$ cat src/rtl/maze_pkg.sv
// Shared types and helpers for the maze actor movement controller.
// Directions are one-hot {up,down,left,right}.
package maze_pkg;

    localparam logic [3:0] DIR_UP    = 4'b1000;
    localparam logic [3:0] DIR_DOWN  = 4'b0100;
    localparam logic [3:0] DIR_LEFT  = 4'b0010;
    localparam logic [3:0] DIR_RIGHT = 4'b0001;

    localparam int MAZE_W = 12;
    localparam int MAZE_H = 12;

    typedef enum logic [1:0] {
        S_IDLE,
        S_QUERY,
        S_DECIDE
    } state_t;

    function automatic logic is_onehot(input logic [3:0] v);
        return (v != 4'd0) && ((v & (v - 4'd1)) == 4'd0);
    endfunction

    function automatic logic [3:0] opposite(input logic [3:0] d);
        case (d)
            DIR_UP:    return DIR_DOWN;
            DIR_DOWN:  return DIR_UP;
            DIR_LEFT:  return DIR_RIGHT;
            DIR_RIGHT: return DIR_LEFT;
            default:   return 4'd0;
        endcase
    endfunction

endpackage

$ cat src/rtl/maze_mover_if.sv
// Wall-lookup query bus: tile coordinates out, open-exit mask back.
// The mover is the master; the wall checker is the slave.
interface maze_mover_if;
    logic [4:0] tile_x;
    logic [4:0] tile_y;
    logic [3:0] turnable;

    modport master (
        output tile_x,
        output tile_y,
        input  turnable
    );

    modport slave (
        input  tile_x,
        input  tile_y,
        output turnable
    );
endinterface

$ cat src/rtl/maze_mover.sv
// One-pixel-per-frame sprite mover: queries walls at the current tile,
// decides turn/continue/stop at tile centres, and steps the actor.
module maze_mover
    import maze_pkg::*;
#(
    parameter int         TILE_PX   = 16,
    parameter logic [4:0] START_X   = 5'd7,
    parameter logic [4:0] START_Y   = 5'd9,
    parameter logic [3:0] START_DIR = 4'b0010
) (
    input  logic                Clk,
    input  logic                Reset_n,
    input  logic                frame_tick,
    input  logic [3:0]          req_dir,
    maze_mover_if.master        wall,
    output logic [9:0]          pos_x,
    output logic [9:0]          pos_y,
    output logic [3:0]          cur_dir,
    output logic                moving,
    output logic                step_done
);

    localparam int SW = $clog2(TILE_PX);
    localparam logic [SW-1:0] SUB_MAX = SW'(TILE_PX - 1);
    localparam logic [SW-1:0] SUB_ONE = SW'(1);
    localparam logic [4:0]    MAX_X   = 5'(MAZE_W);
    localparam logic [4:0]    MAX_Y   = 5'(MAZE_H);

    state_t        state_q, state_n;
    logic [4:0]    tile_x_q, tile_y_q, tx_n, ty_n;
    logic [SW-1:0] sub_x_q, sub_y_q, sx_n, sy_n;
    logic [3:0]    dir_q, dir_n, dir_c;
    logic          moving_q;
    logic          centre, go, blocked, commit;

    always_ff @(posedge Clk or negedge Reset_n) begin
        if (!Reset_n) state_q <= S_IDLE;
        else          state_q <= state_n;
    end

    always_comb begin
        state_n = state_q;
        unique case (state_q)
            S_IDLE:   if (frame_tick) state_n = S_QUERY;
            S_QUERY:  state_n = S_DECIDE;
            S_DECIDE: state_n = S_IDLE;
            default:  state_n = S_IDLE;
        endcase
    end

    always_comb begin
        commit    = (state_q == S_DECIDE);
        step_done = commit;
    end

    assign centre = (sub_x_q == '0) && (sub_y_q == '0);

    always_comb begin
        dir_n   = dir_q;
        dir_c   = dir_q;
        go      = 1'b0;
        blocked = 1'b0;
        if (centre) begin
            if (is_onehot(req_dir) && |(req_dir & wall.turnable)) begin
                dir_c = req_dir;
                go    = 1'b1;
            end else if (|(dir_q & wall.turnable)) begin
                go    = 1'b1;
            end
            // Outside the maze the checker reports all exits open
            blocked = (dir_c == DIR_LEFT  && tile_x_q == 5'd1)
                   || (dir_c == DIR_RIGHT && tile_x_q == MAX_X)
                   || (dir_c == DIR_UP    && tile_y_q == 5'd1)
                   || (dir_c == DIR_DOWN  && tile_y_q == MAX_Y);
            if (blocked) go = 1'b0;
            if (go)      dir_n = dir_c;
        end else begin
            go = 1'b1;
            if (req_dir == opposite(dir_q)) dir_n = req_dir;
        end
    end

    always_comb begin
        tx_n = tile_x_q;
        ty_n = tile_y_q;
        sx_n = sub_x_q;
        sy_n = sub_y_q;
        if (go) begin
            unique case (1'b1)
                dir_n[0]: begin
                    if (sub_x_q == SUB_MAX) begin
                        sx_n = '0;
                        tx_n = tile_x_q + 5'd1;
                    end else begin
                        sx_n = sub_x_q + SUB_ONE;
                    end
                end
                dir_n[1]: begin
                    if (sub_x_q == '0) begin
                        sx_n = SUB_MAX;
                        tx_n = tile_x_q - 5'd1;
                    end else begin
                        sx_n = sub_x_q - SUB_ONE;
                    end
                end
                dir_n[2]: begin
                    if (sub_y_q == SUB_MAX) begin
                        sy_n = '0;
                        ty_n = tile_y_q + 5'd1;
                    end else begin
                        sy_n = sub_y_q + SUB_ONE;
                    end
                end
                dir_n[3]: begin
                    if (sub_y_q == '0) begin
                        sy_n = SUB_MAX;
                        ty_n = tile_y_q - 5'd1;
                    end else begin
                        sy_n = sub_y_q - SUB_ONE;
                    end
                end
                default: ;
            endcase
        end
    end

    always_ff @(posedge Clk or negedge Reset_n) begin
        if (!Reset_n) begin
            tile_x_q <= START_X;
            tile_y_q <= START_Y;
            sub_x_q  <= '0;
            sub_y_q  <= '0;
            dir_q    <= START_DIR;
            moving_q <= 1'b0;
        end else if (commit) begin
            tile_x_q <= tx_n;
            tile_y_q <= ty_n;
            sub_x_q  <= sx_n;
            sub_y_q  <= sy_n;
            dir_q    <= dir_n;
            moving_q <= go;
        end
    end

    assign wall.tile_x = tile_x_q;
    assign wall.tile_y = tile_y_q;
    assign cur_dir     = dir_q;
    assign moving      = moving_q;

    assign pos_x = 10'((10'(tile_x_q) - 10'd1) * 10'(TILE_PX)) + 10'(sub_x_q);
    assign pos_y = 10'((10'(tile_y_q) - 10'd1) * 10'(TILE_PX)) + 10'(sub_y_q);

endmodule
$ cat src/flat_wrapper.sv
// flat-port wrapper written by rule: the top's interface ports become plain ports
module maze_mover_flat import maze_pkg::*;
#(
    parameter int         TILE_PX   = 16,
    parameter logic [4:0] START_X   = 5'd7,
    parameter logic [4:0] START_Y   = 5'd9,
    parameter logic [3:0] START_DIR = 4'b0010
)
  (Clk, Reset_n, frame_tick, req_dir, pos_x, pos_y, cur_dir, moving, step_done, wall_tile_x, wall_tile_y, wall_turnable);
  maze_mover_if wall_i ();
  input  logic Clk;
  input  logic Reset_n;
  input  logic frame_tick;
  input  logic [3:0] req_dir;
  output logic [9:0] pos_x;
  output logic [9:0] pos_y;
  output logic [3:0] cur_dir;
  output logic moving;
  output logic step_done;
  output wire logic [$bits(wall_i.tile_x)-1:0] wall_tile_x;
  output wire logic [$bits(wall_i.tile_y)-1:0] wall_tile_y;
  input wire logic [$bits(wall_i.turnable)-1:0] wall_turnable;
  assign wall_tile_x = wall_i.tile_x;
  assign wall_tile_y = wall_i.tile_y;
  assign wall_i.turnable = wall_turnable;
  maze_mover #(.TILE_PX(TILE_PX), .START_X(START_X), .START_Y(START_Y), .START_DIR(START_DIR)) u_core (.Clk(Clk), .Reset_n(Reset_n), .frame_tick(frame_tick), .req_dir(req_dir), .wall(wall_i), .pos_x(pos_x), .pos_y(pos_y), .cur_dir(cur_dir), .moving(moving), .step_done(step_done));
endmodule
$ cat config.mk
export PLATFORM = sky130hd
export DESIGN_NAME = maze_mover_flat
export DESIGN_NICKNAME = d
export VERILOG_FILES = /design/src/rtl/maze_pkg.sv /design/src/rtl/maze_mover_if.sv /design/src/rtl/maze_mover.sv /design/src/flat_wrapper.sv
export SDC_FILE = /design/constraint.sdc
export NUM_CORES = 1
export LEC_CHECK = 0
export BUFFER_PORTS_ARGS = -buffer_cell sky130_fd_sc_hd__clkbuf_2
export CORE_MARGIN = 1.5
export CORE_UTILIZATION = 55
export CTS_CLUSTER_SIZE = 10
export DETAILED_ROUTE_END_ITERATION = 8
export GPL_TIMING_DRIVEN = 0
export PLACE_DENSITY = 0.91
export REMOVE_ABC_BUFFERS = 1
export SLEW_MARGIN = 25
export SYNTH_ARGS = -nofsm -noshare
export SYNTH_HDL_FRONTEND = slang
export SYNTH_SLANG_ARGS = --single-unit
$ cat constraint.sdc
create_clock -name Clk -period 6.6 [get_ports Clk]
set_clock_uncertainty 0.15 [all_clocks]
set_input_delay 0.33 -clock Clk [delete_from_list [all_inputs] [get_ports Clk]]
set_output_delay 0.33 -clock Clk [all_outputs]
set_load 0.02 [all_outputs]
After elaboration in Yosys (flattened, before gate mapping)
Cells that the tools add are included.
{ "word_totals": {"register_bits": 25, "input_bits": 11, "output_inout_bits": 36, "word_cells": 94} }
{ "classes": {"n_eq_ne": 22, "bitwise": 3, "addsub": 13, "n_reduce_logical": 23, "n_mux": 26} }
{ "op_table": {"columns": ["operator", "n"], "rows": [
  ["4-bit 2-to-1 mux", 10],
  ["10-bit by 4-bit adder with 10-bit output", 2],
  ["5-bit 2-to-1 mux", 4],
  ["5-bit one-hot mux with 2 select lines", 2],
  ["4-bit == test, second input constant", 4],
  ["4-bit one-hot mux with 2 select lines", 2],
  ["4-bit one-hot mux with 4 select lines", 1],
  ["4-bit AND", 3],
  ["4-bit zero test", 3],
  ["4-bit by 1-bit subtractor with 4-bit output, second input constant", 3],
  ["5-bit by 1-bit subtractor with 6-bit output, second input constant", 2],
  ["5-bit by 1-bit adder with 5-bit output, second input constant", 2],
  ["5-bit by 1-bit == test with 1-bit output, second input constant", 2],
  ["5-bit by 4-bit == test with 1-bit output, second input constant", 2],
  ["2-bit inequality test, second input constant", 5],
  ["5-bit AND reduction", 2],
  ["5-bit by 1-bit subtractor with 5-bit output, second input constant", 2],
  ["4-bit by 1-bit adder with 4-bit output, second input constant", 2],
  ["4-bit by 1-bit == test with 1-bit output, second input constant", 2],
  ["4-bit by 2-bit == test with 1-bit output, second input constant", 2],
  ["4-bit by 3-bit == test with 1-bit output, second input constant", 2],
  ["4-bit OR reduction", 2],
  ["1-bit logical AND", 7],
  ["3-bit AND reduction", 2],
  ["other kinds (10)", 17]
]} }

Depth between registers and ports, before layout
Gate-level depths: netlist of the first run.
{ "logic_depth": {"word_depth": 18, "depth_mapped": 11, "depth_no_buf": 10} }

Least setup slack after synthesis of the first run
Ideal clock, no wire load.
{ "synth_path": {"path_type": "reg2reg", "from": "register u_core.tile_x_q[0] (netlist: u_core.wall.tile_x[0])", "to": "register u_core.tile_y_q[4] (netlist: u_core.wall.tile_y[4])", "setup_time_ns": 0.121, "stages_incl_launch_ff": 11, "t_required_ns": 6.329, "path_buffers": 0, "arrival_ns": 2.832, "period_less_slack_ns": 3.103, "path_slack_ns": 3.497, "path_cell_list": "dfstp_2 -> inv_1 -> ha_1 -> and3_1 -> a32oi_1 -> o32ai_4 -> nor3_2 -> nor3b_1 -> nor2_1 -> mux2_2 -> o22a_1"} }
{ "synth_via": {"elab_chain_cells": 11, "elab_cells_between_ends": 17, "cone_classes": "eq/ne: 4; mux: 6; reduce/logical: 7"} }
{ "synth_rtl": {"columns": ["element", "line", "text"], "rows": [
  ["from (decl)", "maze_mover.sv:30", "logic [4:0] tile_x_q, tile_y_q, tx_n, ty_n;"],
  ["from (signal assigned)", "maze_mover.sv:136", "tile_x_q <= tx_n;"],
  ["5-bit by 1-bit == test with 1-bit output / 5-bit by 4-bit == test with 1-bit output (equally long branches)", "maze_mover.sv:71, maze_mover.sv:72", null],
  ["1-bit logical AND (on tied branches)", "maze_mover.sv:71, maze_mover.sv:72", null],
  ["1-bit logical OR (*)", "maze_mover.sv:72", "|| (dir_c == DIR_RIGHT && tile_x_q == MAX_X)"],
  ["1-bit logical OR (*)", "maze_mover.sv:73", "|| (dir_c == DIR_UP && tile_y_q == 5'd1)"],
  ["1-bit logical OR (*)", "maze_mover.sv:74", "|| (dir_c == DIR_DOWN && tile_y_q == MAX_Y);"],
  ["1-bit 2-to-1 mux (*)", "maze_mover.sv:75", "if (blocked) go = 1'b0;"],
  ["1-bit 2-to-1 mux (*)", "maze_mover.sv:63", "if (centre) begin"],
  ["4-bit 2-to-1 mux", "maze_mover.sv:76", "if (go) dir_n = dir_c;"],
  ["4-bit 2-to-1 mux", "maze_mover.sv:63", null],
  ["2-bit inequality test (no source line) / 2-bit nonzero test (equally long branches)", null, null],
  ["5-bit AND reduction (no source line)", null, null],
  ["to (signal assigned)", "maze_mover.sv:137", "tile_y_q <= ty_n;"],
  ["to (decl)", "maze_mover.sv:30", null]
]} }
Every way passes the cells marked *; elsewhere a longest branch is shown, timed or not. The select of a mux whose other input is x is not followed.
A chain may end at the register's enable or synchronous reset.

Worst setup path in the final report of the first run
{ "layout_path": {"from": "register u_core.tile_y_q[0] (netlist: u_core.wall.tile_y[0])", "to": "register u_core.tile_x_q[1] (netlist: u_core.wall.tile_x[1])"} }
{ "layout_via": {"elab_chain_cells": 10, "elab_cells_between_ends": 16, "cone_classes": "eq/ne: 4; mux: 6; reduce/logical: 6"} }
{ "layout_rtl": {"columns": ["element", "line"], "rows": [
  ["5-bit by 1-bit == test with 1-bit output", "maze_mover.sv:73"],
  ["1-bit logical AND", "maze_mover.sv:73"],
  ["1-bit logical OR", "maze_mover.sv:73"],
  ["1-bit logical OR (*)", "maze_mover.sv:74"],
  ["1-bit 2-to-1 mux (*)", "maze_mover.sv:75"],
  ["1-bit 2-to-1 mux (*)", "maze_mover.sv:63"],
  ["4-bit 2-to-1 mux", "maze_mover.sv:76"],
  ["4-bit 2-to-1 mux", "maze_mover.sv:63"],
  ["2-bit inequality test (no source line) / 2-bit nonzero test (equally long branches)", null],
  ["5-bit AND reduction (no source line)", null]
]} }
Marked as above.

==> results of run 1 <==
power groups by stage:
stage,logic [W],registers (W),clock network [W]
after CTS,0.000752,0.000370,0.0000935
after global routing,0.000822,0.000394,0.000102
final,0.000752,0.000376,0.0000947
after detailed placement,0.000745,0.000373,0
after global placement,0.000720,0.000367,0
after floorplan,0.000472,0.000416,0
cell type report:
type / instances / area [um^2]
clock buffers: 4 / 45.0
fillers: 354 / 1430
inverters: 14 / 52.6
multi-input cells: 223 / 1620
flip-flops and latches: 25 / 633
well taps: 50 / 62.6
repair buffers: 47 / 240
final timing paths:
kind / endpoint / slack [ns] / cells after the start
worst min register to register: u_core.state_q[0] / 0.30 / 1
max in group asynchronous: u_core.cur_dir[2] / 5.42 / 2
min in group asynchronous: u_core.wall.tile_y[4] / 0.46 / 2
worst max-delay path: u_core.wall.tile_x[1] / 2.99 / 9
worst max register to register: u_core.wall.tile_x[1] / 2.99 / 9
worst min-delay path: u_core.state_q[0] / 0.13 / 2
state kept, by name, summed over array words and instances (netlist names):
name,count
u_core.sub_x_q,4
u_core.moving,1
u_core.cur_dir,4
u_core.wall.tile_x,5
u_core.state_q,2
u_core.sub_y_q,4
u_core.wall.tile_y,5
worst reg2reg max path, stage by stage, from the launching register on:
cell and delay, ns:
dfstp_2 0.61, ha_1 0.15, or4b_1 0.46, o22a_1 0.26, o32ai_4 0.26, nor2_2 0.10
a221oi_4 0.76, a21oi_2 0.21, nor3_2 0.37, mux2i_1 0.22
per-layer routing:
| metal | vias up | GRT usage (%) |
|---|---|---|
| met1 | 1098 | 35.7 |
| li1 | 1101 | - |
| met3 | 6 | 3.41 |
| met4 | 0 | 6.13 |
| met5 | - | 0 |
| met2 | 82 | 43.0 |
placed cells by master (no fill, tap or decap), types with 3 or more instances in the layout:
cell type  netlist  layout
clkbuf_2         0      46
nand2_1         21      21
dfrtp_1         19      19
nor2_1          16      16
inv_1           14      14
o21ai_0         14      13
a21oi_1         11      11
ha_1            11      11
xnor2_1         10      10
nand3_1         10      10
xor2_1           8       8
nor3_1           7       7
mux2i_1          7       7
nand2b_1         6       6
nor3b_1          6       6
and3_1           6       6
a31oi_1          6       6
dfstp_2          6       6
a22oi_1          4       4
o31ai_1          4       4
nor2b_1          4       4
nand4_1          4       4
nor4_1           4       4
o22a_1           3       3
or3_1            3       3
nor3_2           3       3
o22ai_1          3       3
a21boi_0         3       3
clkbuf_8         0       3
kinds of logic (layout without fill, tap and decap cells):
group | Yosys count | after routing | synth area share, %
simple gates | 109 | 109 | 26.3
fa+ha+maj | 11 | 11 | 5.77
buf+inv | 32 | 65 | 5.66
mux | 9 | 9 | 3.88
xor+xnor | 18 | 18 | 6.60
compound gates | 76 | 76 | 25.3
flops | 25 | 25 | 26.5
metrics by stage:
step / std cells / utilization (%) / hold slack [ns] / power, W
after floorplan: 262 / - / -0.116 / 0.000888
after global routing: 363 / 65.0 / 0.156 / 0.00132
after CTS: 363 / 65.0 / 0.137 / 0.00122
final: 363 / 65.0 / 0.130 / 0.00122
after detailed placement: 358 / 63.7 / 0.229 / 0.00112
after global placement: 358 / 63.6 / 0.226 / 0.00109
==> run_results.csv, run 1 <==
group,metric,value,unit
status,outcome,"finished clean",
clock_tree,cts_made_buffers,3,
synthesis,synth.most_common_cell,"nand2_1",
floorplan,rows,23,
routing,top_layer,"met4",
clock_tree,cts_root_buf,"clkbuf_8",
power,pwr-share-comb,61.5,%
setup_path,setup.worst_path.start,"u_core.wall.tile_y[0]",
power,p_leak,1.14,nW
final_layout,drive_gt1_share,23.3,%
timing,postLayoutSetupSlackWorst,2.99,ns
power,switching_share,53.9,%
clock_tree,postCtsResizedCells,0,
synthesis,synth-seq-cells,25,
global_route,grt_max_degree,26,
routing,wl_met1,2700,um
clock_tree,cts_buffer_depth,2,
routing,drt_wl_total,5860,um
setup_path,path_class,"flop to flop",
final_layout,diodes,0,
power,p_per_area,460,mW/mm^2
place,placed_cell_area,0.00260,mm^2
timing,worst_slew_pin_slew,0.825,ns
run,timing.max_cap.violations,0,
setup_path,arrival,3.67,ns
setup_path,cp.required,6.66,ns
synthesis,ys.flop_type,"dfrtp_1",
synthesis,syn_area,0.00239,mm^2
floorplan,fp.dieW,68.9,um
synthesis,synth_seq_area_share,26.5,%
global_route,overflow,0,
routing,wl_met3,288,um
power,peakVddDrop,0.242,mV
timing,finalSetupTns,0,ns
setup_path,cpPeakStageDelay,0.76,ns
setup_path,critPathSlowestCell,"a221oi_4",
clock_tree,cts_setup_buffers,0,
routing,first_pass_iters,5,
floorplan,io_pins,47,
hold_path,hold_path.class,"input port to flop",
place,dp_hpwl,4190,um
global_route,grt_use_total,25.9,%
routing,dr_wl_met2,2840,um
setup_path,crit_fanout,16,
power,p_clk_share,7.7,%
synthesis,syn_avg_cell_area,8.53,um^2
power,intPower,0.000564,W
routing,detail-route-antenna-nets,0,
place,gp_congestion,0.925,
floorplan,start_util,58.4,%
timing,rsz0062_at_grt,"no",
final_layout,area_growth,11.3,%
clock_tree,clk_pin_slew_worst_paths,0.09,ns
setup_path,worstSetupEndpointType,"flop",
synthesis,async_flop_share,100,%
synthesis,ys_top_cells_by_count,"21 x nand2_1, 19 x dfrtp_1, 16 x nor2_1",
timing,setup_viol,0,
setup_path,regToRegStartpoint,"u_core.wall.tile_y[0]",
final_layout,design_area,0.00266,mm^2
synthesis,synth_top_area_cell,"dfrtp_1",
setup_path,start_kind,"flop",
final_layout,nets,336,
routing,first_iter_violations,361,
timing,finalCritPeriodShare,54.7,%
synthesis,ys_warn_count,0,
routing,post_drt_via_cell_ratio,6.30,
synthesis,synth_cell_types,70,
routing,wl_per_cell,16.2,um
global_route,grt_pass1_wl,9410,um
place,pre_cts_slack,3.06,ns
timing,max-slew-margin-rel,45.0,%
hold_path,hold_start,"frame_tick",
power,switching_power,0.000659,W
routing,num_vias,2287,
floorplan,coreArea,0.00409,mm^2
routing,drc_errors,0,
timing,fmax,277,MHz
clock_tree,cts_tree,"done",
clock_tree,htreeDepth,1,
global_route,grt_antenna_before_repair,0,
synthesis,syn_inst,280,
timing,period_minus_slack,3.61,ns
synthesis,synth_enable_flop_cells,0,
place,port-buffer-count,46,
synthesis,synthDominantCellAreaShare,19.9,%
timing,drv_slew,0,
global_route,grt_pass1_vias,2053,
timing,finalHoldViolCount,0,
floorplan,die-area,0.00474,mm^2
clock_tree,clock-sinks,25,
setup_path,crit_family,"compound AO/OA/AOI/OAI gates",
synthesis,synth_area_leaders,"dfrtp_1 20%, dfstp_2 6.6%, ha_1 5.8%, xnor2_1 3.7%, nand2_1 3.3%",
setup_path,crit_chain,"ha_1 -> or4b_1 -> o22a_1 -> o32ai_4 -> nor2_2 -> a221oi_4 -> a21oi_2 -> nor3_2 -> mux2i_1",
setup_path,crit_buf_inv,0,
clock_tree,insertion_delay,0.27,ns
floorplan,die_h,68.9,um
clock_tree,hold_buffers,1,
power,p_seq_share,30.8,%
Note: power is estimated with default switching activity, not from simulation.
==> run 2: changes to the inputs <==
CORE_UTILIZATION = 51   (was 55)
PLACE_DENSITY = 0.89   (was 0.91)
clock period = 3.1 ns   (was 6.6 ns; I/O delays follow)
==> run 2 against run 1 <==
  * Register-to-register slack got worse by 3.2 ns
  * Largest cell class unchanged
  * Power rose by 140%
  * Via count grew 16%
  * Core utilization rose by 4.4 points
  * Sequential share of layout area shrank 3.0 points
  * Non-clock buffer count increased by 26
  * Critical path type unchanged
  * Die area grew 7.5%
  * Combinational power increased to 2.5 times the previous value
  * Clock power up 120%
  * The run now ends with setup timing left
  * Critical path depth rose by 1
  * Flip-flop and latch count unchanged
  * First-iteration DRC count is 0.83% lower
==> run_results.csv, run 2 (same netlist as run 1, synthesis figures left out) <==
group,metric,value,unit
final_layout,diodes,0,
clock_tree,insertion_delay,0.28,ns
clock_tree,cts_root_buf,"clkbuf_8",
setup_path,cp.required,3.15,ns
routing,wl_per_cell,20.0,um
place,placed_cell_area,0.00260,mm^2
timing,max-slew-margin-rel,54.6,%
clock_tree,clock-sinks,25,
routing,first_pass_iters,5,
setup_path,crit_fanout,7,
setup_path,start_kind,"flop",
final_layout,multi_input_area,0.00181,mm^2
clock_tree,cts_made_buffers,3,
timing,period_minus_slack,3.33,ns
hold_path,hold_path.class,"input port to flop",
clock_tree,clk_pin_slew_worst_paths,0.09,ns
floorplan,io_pins,47,
power,peakVddDrop,0.510,mV
final_layout,drive_gt1_share,36.5,%
final_layout,final_common_cell,"clkbuf_2",
routing,num_vias,2650,
floorplan,coreArea,0.00441,mm^2
floorplan,fp.dieW,71.4,um
final_layout,area_growth,28.4,%
power,p_clk_share,7.1,%
clock_tree,cts_buffer_depth,2,
setup_path,path_class,"flop to flop",
power,p_leak,1.33,nW
place,dp_hpwl,4120,um
timing,postLayoutSetupSlackWorst,-0.229,ns
setup_path,arrival,3.38,ns
power,p_per_area,957,mW/mm^2
timing,finalHoldViolCount,0,
place,gp_congestion,0.851,
final_layout,instances_no_fill,392,
place,dpl.cell_count,360,
setup_path,r2r_slack,-0.23,ns
status,violations,"setup timing",
floorplan,die-area,0.00510,mm^2
global_route,overflow,0,
global_route,grt_use_total,25.6,%
global_route,grt_pass1_wl,10700,um
routing,post_drt_via_cell_ratio,6.76,
power,pwr-share-comb,65.1,%
power,p_seq_share,27.8,%
global_route,grt_max_degree,26,
floorplan,die_h,71.4,um
final_layout,design_area,0.00306,mm^2
timing,finalCritPeriodShare,107,%
clock_tree,htreeDepth,1,
timing,worst_slew_pin_slew,0.681,ns
routing,drt_wl_total,7830,um
run,timing.max_cap.violations,0,
routing,drc_errors,0,
power,switching_power,0.00158,W
routing,first_iter_violations,358,
floorplan,rows,24,
final_layout,regArea,638,um^2
timing,fmax,300,MHz
timing,rsz0062_at_grt,"yes",
clock_tree,cts_tree,"done",
timing,drv_slew,0,
global_route,grt_pass1_vias,2280,
final_layout,nets,363,
power,intPower,0.00135,W
timing,setup_viol,12,
routing,detail-route-antenna-nets,0,
global_route,grt_antenna_before_repair,0,
place,port-buffer-count,46,
power,switching_share,53.9,%
final_layout,mostFrequentLayoutCells,"46 x clkbuf_2, 20 x nand2_1, 20 x buf_4, 15 x nor2_1, 15 x dfrtp_1",
setup_path,worstSetupEndpointType,"flop",
status,outcome,"finished with violations",
floorplan,start_util,54.1,%
final_layout,num-fill-cells,307,
[run 2: cell count changes in the layout (fill, tap and decap cells not counted), sizes merged]
cell and delta:
buf +25, dlygate4sd3 +1, nor3 +1
[run 2: critical path: stages (launching register included)]
cell	delay [ns]
dfstp_2	0.56
ha_1	0.13
or4b_4	0.47
o22a_4	0.23
o32ai_4	0.28
nor2_2	0.10
a221oi_4	0.44
buf_4	0.20
a21oi_4	0.07
nor4_2	0.39
a2bb2oi_1	0.22
[run 2: what timing repair did]
action                     CTS  global route
resized for setup           19            25
setup endpoints to repair   19            19
hold endpoints to repair    20             0
cloned                       0             1
pin swaps                    4             9
hold buffers                 2             0
setup buffers               11            14
[run 2: stage by stage]
step / setup slack (ns) / hold WS (ns) / setup TNS [ns] / utilization [%] / power (W)
final: -0.229 / 0.278 / -1.38 / 69.4 / 0.00293
after global routing: -0.333 / 0.301 / -3.11 / 69.4 / 0.00310
after CTS: -0.0689 / 0.225 / -0.364 / 64.3 / 0.00271
after detailed placement: -0.502 / 0.0628 / -4.70 / 59.0 / 0.00237
after global placement: -1.27 / 0.0524 / -17.71 / 58.9 / 0.00231
after floorplan: -0.623 / -0.291 / -6.89 / - / 0.00189
[run 2: worst paths after layout]
kind	from	endpoint	depth (start not counted)
worst max-delay path	u_core.wall.tile_y[0]	u_core.wall.tile_x[4]	10
min in group asynchronous	Reset_n	u_core.wall.tile_y[1]	2
worst max register to register	u_core.wall.tile_y[0]	u_core.wall.tile_x[4]	10
worst min-delay path	req_dir[2]	u_core.cur_dir[2]	2
worst min register to register	u_core.state_q[0]	u_core.state_q[0]	1
max in group asynchronous	Reset_n	u_core.cur_dir[0]	2
[run 2: per-layer routing]
metal  up-vias  wire length, um  global-route usage [%]
li1       1159                -                       -
met1      1244             3120                    36.2
met2       202             3680                    42.1
met3        45              632                    1.83
met4         0              388                    7.76
met5         -                0                       0
[run 2: layout make-up]
| cell class | instances | share of cell area (%) |
|---|---|---|
| multi-input cells | 224 | 59.0 |
| flip-flops and latches | 25 | 20.8 |
| repair buffers | 73 | 14.9 |
| well taps | 52 | 2.12 |
| inverters | 14 | 1.71 |
| clock buffers | 4 | 1.47 |
[run 2: power groups by stage]
| stage | combinational, W | clock (W) | sequential, W |
|---|---|---|---|
| 4_1_cts | 0.00171 | 0.000207 | 0.000789 |
| 2_1_floorplan | 0.00100 | 0 | 0.000886 |
| 3_3_place_gp | 0.00153 | 0 | 0.000783 |
| 6_report | 0.00191 | 0.000207 | 0.000816 |
| 3_5_place_dp | 0.00158 | 0 | 0.000791 |
| 5_1_grt | 0.00204 | 0.000218 | 0.000845 |
